### config.mk
export PLATFORM = sky130hd
export DESIGN_NAME = clock_set_ctrl
export DESIGN_NICKNAME = d
export VERILOG_FILES = /design/src/rtl/clock_set_ctrl.sv
export SDC_FILE = /design/constraint.sdc
export NUM_CORES = 1
export LEC_CHECK = 0
export ABC_CLOCK_PERIOD_IN_PS = 2800
export CORE_UTILIZATION = 55
export DETAILED_ROUTE_END_ITERATION = 6
export PLACE_DENSITY = 0.89
export SKIP_CTS_REPAIR_TIMING = 1
export SLEW_MARGIN = 10
export SYNTH_ARGS = -nofsm -noshare
export SYNTH_HDL_FRONTEND = slang
export SYNTH_SLANG_ARGS = --single-unit
### constraint.sdc
create_clock -name clk -period 2.8 [get_ports clk]
set_clock_uncertainty 0.2 [all_clocks]
set_input_delay 0.56 -clock clk [delete_from_list [all_inputs] [get_ports clk]]
set_output_delay 0.56 -clock clk [all_outputs]
set_load 0.03 [all_outputs]
### src/rtl/clock_set_ctrl.sv
// Mode/time-set controller and BCD timekeeping datapath for the digital clock.
// Holds hh:mm:ss in BCD, sequences RUN/SET_HOUR/SET_MIN, drives blink and chime.
module clock_set_ctrl #(
    parameter int unsigned BLINK_CYC = 12_500_000,
    parameter logic [7:0]  INIT_HOUR = 8'h00,
    parameter logic [7:0]  INIT_MIN  = 8'h00
) (
    input  logic       clk,
    input  logic       rst,
    input  logic       tick_1hz,
    input  logic       btn_mode,
    input  logic       btn_inc,
    output logic [7:0] hour,
    output logic [7:0] minute,
    output logic [7:0] second,
    output logic [1:0] mode,
    output logic       blink_h,
    output logic       blink_m,
    output logic       chime_en,
    output logic       time_set
);

    typedef enum logic [1:0] {
        RUN      = 2'd0,
        SET_HOUR = 2'd1,
        SET_MIN  = 2'd2
    } mode_t;

    localparam int unsigned CW = (BLINK_CYC > 2) ? $clog2(BLINK_CYC) : 1;
    localparam logic [CW-1:0] BLINK_LAST = CW'(BLINK_CYC - 1);

    mode_t         state, state_n;
    logic [7:0]    hour_n, minute_n, second_n;
    logic [CW-1:0] blink_cnt, blink_cnt_n;
    logic          phase, phase_n;
    logic          time_set_n;
    logic          restart;
    logic          sec_wrap, min_wrap;

    // Modulo BCD increment: top wraps to 00, units 9 carries into tens.
    function automatic logic [7:0] bcd_inc(
        input logic [7:0] v,
        input logic [7:0] top
    );
        logic [7:0] r;
        if (v == top) begin
            r = 8'h00;
        end else if (v[3:0] == 4'd9) begin
            r = {v[7:4] + 4'd1, 4'd0};
        end else begin
            r = {v[7:4], v[3:0] + 4'd1};
        end
        return r;
    endfunction

    assign sec_wrap = (second == 8'h59);
    assign min_wrap = (minute == 8'h59);

    // Next-state: mode sequencing, time update, field adjust, blink timing.
    always_comb begin
        state_n     = state;
        hour_n      = hour;
        minute_n    = minute;
        second_n    = second;
        blink_cnt_n = blink_cnt;
        phase_n     = phase;
        time_set_n  = 1'b0;
        restart     = 1'b0;

        if (state == RUN && tick_1hz) begin
            second_n = bcd_inc(second, 8'h59);
            if (sec_wrap) begin
                minute_n = bcd_inc(minute, 8'h59);
                if (min_wrap) begin
                    hour_n = bcd_inc(hour, 8'h23);
                end
            end
        end

        if (btn_mode) begin
            restart = 1'b1;
            unique case (state)
                RUN:      state_n = SET_HOUR;
                SET_HOUR: state_n = SET_MIN;
                SET_MIN: begin
                    state_n    = RUN;
                    second_n   = 8'h00;
                    time_set_n = 1'b1;
                end
                default:  state_n = RUN;
            endcase
        end else if (btn_inc) begin
            unique case (state)
                SET_HOUR: begin
                    hour_n  = bcd_inc(hour, 8'h23);
                    restart = 1'b1;
                end
                SET_MIN: begin
                    minute_n = bcd_inc(minute, 8'h59);
                    restart  = 1'b1;
                end
                default: ;
            endcase
        end

        if (restart || state == RUN) begin
            blink_cnt_n = '0;
            phase_n     = 1'b0;
        end else if (blink_cnt == BLINK_LAST) begin
            blink_cnt_n = '0;
            phase_n     = ~phase;
        end else begin
            blink_cnt_n = blink_cnt + 1'b1;
        end
    end

    // State and registered outputs; reset overrides every input.
    always_ff @(posedge clk) begin
        if (rst) begin
            state     <= RUN;
            hour      <= INIT_HOUR;
            minute    <= INIT_MIN;
            second    <= 8'h00;
            blink_cnt <= '0;
            phase     <= 1'b0;
            blink_h   <= 1'b0;
            blink_m   <= 1'b0;
            chime_en  <= 1'b1;
            time_set  <= 1'b0;
        end else begin
            state     <= state_n;
            hour      <= hour_n;
            minute    <= minute_n;
            second    <= second_n;
            blink_cnt <= blink_cnt_n;
            phase     <= phase_n;
            blink_h   <= (state_n == SET_HOUR) && phase_n;
            blink_m   <= (state_n == SET_MIN) && phase_n;
            chime_en  <= (state_n == RUN);
            time_set  <= time_set_n;
        end
    end

    assign mode = state;

endmodule

==> results.json, run 1 <==
{
  "status": "complete, no violations",
  "period_share_pct": 90.2,
  "fin_cells": 409,
  "numClockSinks": 55,
  "synth_edf_count": 0,
  "dpl_cell_area_um2": 3140,
  "drt-wirelength-per-cell_um": 14.2,
  "synth_ff_type": "dfxtp_1",
  "synthArstFlopShare_pct": 0,
  "grt_pass1_vias": 2226,
  "slew_headroom_pct": 67.4,
  "drt-vias-per-instance": 5.88,
  "die_width_um": 72.7,
  "clkTransAtPathRegs_ns": 0.09,
  "syn_inst": 307,
  "wirelength_um": 5830,
  "grt-ovfl-total": 0,
  "grtUsageMet1_pct": 29.2,
  "crit_fanout": 5,
  "worst-setup-path-type": "input pin to flip-flop",
  "grt_pass1_wl_um": 9720,
  "ys_seq_area_share_pct": 40.0,
  "place_ws_ns": -0.0140,
  "grtUsageMet3_pct": 4.28,
  "p_leak_uw": 0.00109,
  "fillers": 382,
  "final.min_clock_period_ns": 2.52,
  "ys_seq_elements": 55,
  "drtPass1Iterations": 4,
  "place_congestion": 0.818,
  "io_buffers": 34,
  "use_met2_pct": 39.0,
  "dp_cells": 401,
  "setup-violations-final": 0,
  "endpoint_kind": "flip-flop",
  "design_area_um2": 3220,
  "rsz0062_at_grt": "false",
  "hold_viol_final": 0,
  "ios": 35,
  "cts_buffers": 5,
  "cp.required_ns": 2.80,
  "ctsLongestPathBuffers": 2,
  "netlist_area_um2": 2750,
  "final_common_cell": "dfxtp_1",
  "slew_viol_final": 0,
  "fmax_ghz": 0.396,
  "grt_usage_pct": 23.2,
  "cp-start-kind": "input pin",
  "routed-via-count": 2403,
  "ctsRootBufferMaster": "clkbuf_8",
  "synth_fp_nets": 328,
  "syn2layout_area_growth_pct": 17.2,
  "max-vdd-ir-drop_v": 0.000234,
  "worstMarginPinSlew_ns": 0.484,
  "p_per_area_nw_per_um2": 413,
  "final_cell_mix": "dfxtp_1, clkdlybuf4s50_1, nor2_1",
  "dieArea_um2": 5290,
  "top_usage_layer": "met2",
  "worst_ep_arrival_time_ns": 2.52,
  "synth_cell_type_count": 54,
  "diodes": 0,
  "rows": 25,
  "hold_class": "flip-flop to flip-flop",
  "antenna_found_initial": 0,
  "insertion_delay_ns": 0.31,
  "hpwl_um": 4190,
  "tritoncts": "done",
  "htreeDepth": 2,
  "cap_violations": 0,
  "ant_nets": 0,
  "grt_max_degree": 25,
  "initial_utilization_pct": 57.8,
  "die_y_um": 72.7,
  "synth.avg_cell_area_um2": 8.96,
  "setup_slack_ns": 0.275,
  "drc": 0,
  "core_area_um2": 4750,
  "fin_nets": 362,
  "drive_gt1_share_pct": 6.43,
  "ys_warn_count": 0,
  "drtIter0Drc": 100
}
## path summary, 6_finish.rpt
check	cells after the start	from	end	slack, ns
setup / recovery	5	tick_1hz	hour[7]	0.28
hold / removal	1	blink_cnt[0]	blink_cnt[0]	0.27
setup reg to reg	6	mode[0]	hour[7]	0.33
hold reg to reg	1	blink_cnt[0]	blink_cnt[0]	0.27
## metrics by stage
stage               power, uW  utilization, %  hold WS [ns]  setup TNS, ns
floorplan                 887               -         0.226              0
global placement          922            66.1         0.241              0
detailed placement        926            66.1         0.253        -0.0140
CTS                      1340            67.8         0.274              0
global route             1380            67.8         0.309              0
finish                   1330            67.8         0.266              0
## flip-flops by register name, summed over array words and instances (netlist names)
signal / cells
chime_en: 1
minute: 8
blink_m: 1
time_set: 1
mode: 2
blink_h: 1
hour: 8
phase: 1
blink_cnt: 24
second: 8
## final cells by class
type | count | area (um^2) | share of cell area (%)
multi-input combinational | 225 | 1530 | 47.4
sequential | 55 | 1100 | 34.2
timing repair buffer | 38 | 370 | 11.5
tap | 67 | 83.8 | 2.60
clock buffer | 7 | 76.3 | 2.37
inverter | 16 | 60.1 | 1.86
clock inverter | 1 | 5.00 | 0.155
## report_power, final
| part | total (uW) | switching, uW | internal [uW] |
|---|---|---|---|
| registers | 803 | 11.7 | 792 |
| logic | 106 | 64.8 | 40.8 |
| clock network | 422 | 246 | 176 |
| total | 1330 | 322 | 1010 |
## cell usage after synthesis (2+ instances only)
library cell / instances / share of area (%)
nor2_1: 26 / 3.5
nor3_1: 4 / 0.73
mux2i_1: 2 / 0.73
nand3b_1: 3 / 0.82
a211oi_1: 6 / 1.6
inv_1: 16 / 2.2
or3_2: 2 / 0.55
or3_1: 8 / 1.8
xnor2_1: 8 / 2.5
buf_6: 2 / 0.82
a21oi_1: 22 / 4.0
dfxtp_1: 55 / 40
nand2_1: 9 / 1.2
nor4b_1: 2 / 0.64
ha_1: 16 / 7.3
or4_1: 10 / 2.7
and4_2: 2 / 0.73
o31ai_1: 7 / 1.9
nand2b_1: 2 / 0.45
clkbuf_1: 7 / 0.96
nand3_1: 20 / 3.6
nand4_1: 8 / 1.8
nor2b_1: 2 / 0.45
and2_1: 4 / 0.91
nand4b_1: 3 / 0.96
xor2_1: 10 / 3.2
and3_1: 4 / 0.91
and3b_1: 3 / 0.96
o21ai_0: 18 / 3.3
o32ai_1: 2 / 0.64
## kinds of logic after synthesis
family / after synthesis / synth area share [%]
xor gates and xnor gates: 18 / 5.73
muxes: 3 / 1.14
and+or+nand+nor: 121 / 26.4
buffers and inverters: 27 / 4.46
adders and majority gates: 16 / 7.28
AOI/OAI and AO/OA: 67 / 14.9
DFF: 55 / 40.0
## worst max-delay path, cell delays in order
cell,delay (ns)
clkdlybuf4s50_1,0.51
nand4b_1,0.22
or4b_1,0.63
a21oi_1,0.25
mux2_2,0.36
## metal layers
layer / part of all wire [%] / routed length (um)
met5: 0 / 0
met4: 2.0 / 118
met3: 3.5 / 201
met2: 50 / 2910
met1: 45 / 2600
No activity file was read; power rests on OpenSTA's default activity.
==> run 2, diff against run 1 <==
CTS_CLUSTER_DIAMETER = 60   (was not set)
==> results of run 2 <==
Final layout, timing and power as in run 1 (identical DEF).
==> run 3, diff against run 2 <==
DONT_BUFFER_PORTS = 1   (was not set)
PLACE_DENSITY = 0.8   (was 0.89)
==> run 3 against run 2 <==
Effect of this change:
- utilization shrank 5.1 points
- flip-flop and latch count unchanged
- clock power grew 12%
- register-to-register slack about the same
- clock-buffer cell count is the same
- via count is 5.3% lower
- sequential share of layout area increased by 2.8 points
- critical path depth rose by 1
- final area shrank 7.5%
- non-clock buffer count is 24 lower
- first-iteration DRC count is 13% higher
- combinational power down 21%
- critical path type is now flip-flop to flip-flop
- largest power group unchanged
==> results.json, run 3 (synthesis gave the netlist of run 1 again) <==
{
  "status": "complete, no violations",
  "drt-vias-per-instance": 5.91,
  "setup_tns_ns": 0,
  "fin_nets": 338,
  "final_common_cell": "dfxtp_1",
  "worst-setup-path-type": "flip-flop to flip-flop",
  "grt_pass1_vias": 2084,
  "p_leak_uw": 0.00103,
  "tritoncts": "done",
  "regMostFlops": "blink_cnt",
  "drt-wirelength-per-cell_um": 14.2,
  "p_total_uw": 1360,
  "rsz0062_at_grt": "false",
  "htreeDepth": 2,
  "clkTransAtPathRegs_ns": 0.10,
  "ctsLongestPathBuffers": 2,
  "drc": 0,
  "numClockSinks": 55,
  "slew_viol_final": 0,
  "dieArea_um2": 5290,
  "ios": 35,
  "syn2layout_area_growth_pct": 8.37,
  "rows": 25,
  "cap_violations": 0,
  "cp-start-kind": "flip-flop",
  "grt-ovfl-total": 0,
  "io_buffers": 0,
  "drtIter0Drc": 113,
  "place_congestion": 0.888,
  "ctsRootBufferMaster": "clkbuf_8",
  "period_share_pct": 88.6,
  "cts_buffers": 5,
  "setup-violations-final": 0,
  "diodes": 0,
  "setup_slack_ns": 0.320,
  "core_area_um2": 4750,
  "fin_cells": 385,
  "crit_fanout": 10,
  "grt_usage_pct": 21.5,
  "cp.required_ns": 2.80,
  "slew_headroom_pct": 40.8,
  "hold_class": "input pin to flip-flop",
  "routed-via-count": 2275,
  "final_cell_mix": "dfxtp_1, nor2_1, a21oi_1",
  "die_y_um": 72.7,
  "worst_ep_arrival_time_ns": 2.48,
  "max-vdd-ir-drop_v": 0.000211,
  "largest_register_ffs": 24,
  "drive_gt1_share_pct": 10.7,
  "final.min_clock_period_ns": 2.48,
  "grt_pass1_wl_um": 9010,
  "worstMarginPinSlew_ns": 0.882,
  "hold_viol_final": 0,
  "wirelength_um": 5450,
  "dp_cells": 377,
  "antenna_found_initial": 0,
  "insertion_delay_ns": 0.31,
  "endpoint_kind": "flip-flop",
  "p_per_area_nw_per_um2": 456,
  "drtPass1Iterations": 4,
  "place_ws_ns": 0.359,
  "grt_max_degree": 23,
  "die_width_um": 72.7,
  "initial_utilization_pct": 57.8,
  "ant_nets": 0,
  "hpwl_um": 4020,
  "fmax_ghz": 0.403
}
## run 3: changes by cell type in the layout (fill, tap and decap cells not counted)
| cell | change |
|---|---|
| clkinvlp_4 | +1 |
| clkbuf_8 | +2 |
| clkbuf_1 | -2 |
| clkdlybuf4s50_1 | -34 |
| clkinv_2 | -1 |
| buf_4 | +10 |
## run 3: where the power goes
part | internal (uW) | switching, uW | total, uW
Sequential | 792 | 11.5 | 803
Combinational | 28.4 | 55.3 | 83.7
Clock | 225 | 248 | 473
## run 3: cell type report
cell class | count | area, um^2
Fill cell | 393 | 1770
Multi-Input combinational cell | 225 | 1530
Sequential cell | 55 | 1100
Timing Repair Buffer | 14 | 105
Clock buffer | 7 | 96.3
Tap cell | 67 | 83.8
Inverter | 16 | 60.1
Clock inverter | 1 | 7.51
## run 3: per-layer routing
| metal | wire, um | GRT usage [%] | vias to the layer above |
|---|---|---|---|
| li1 | - | - | 1143 |
| met1 | 2450 | 26.2 | 1056 |
| met2 | 2580 | 36.1 | 64 |
| met3 | 302 | 4.28 | 12 |
| met4 | 122 | 10.5 | 0 |
| met5 | 0 | 0 | - |
## run 3: final timing paths
check	slack, ns	depth (start not counted)	startpoint	to
setup reg to reg	0.32	6	minute[1]	hour[7]
setup / recovery	0.32	6	minute[1]	hour[7]
hold reg to reg	0.27	1	blink_cnt[0]	blink_cnt[0]
hold / removal	0.11	1	rst	minute[2]
## run 3: critical path, stage by stage, from the launching register on
cell,delay (ns)
dfxtp_1,0.45
inv_1,0.10
ha_1,0.23
nand3b_4,0.14
or4b_1,0.70
a21oi_1,0.21
mux2_2,0.34
## run 3: stage by stage
| step | utilization (%) | hold slack [ns] | cell area (um^2) |
|---|---|---|---|
| 3_3_place_gp | 60.5 | 0.242 | 2880 |
| 2_1_floorplan | - | 0.226 | 2750 |
| 5_1_grt | 62.7 | 0.0872 | 2980 |
| 3_5_place_dp | 60.5 | 0.255 | 2880 |
| 4_1_cts | 62.7 | 0.0980 | 2980 |
| 6_report | 62.7 | 0.106 | 2980 |
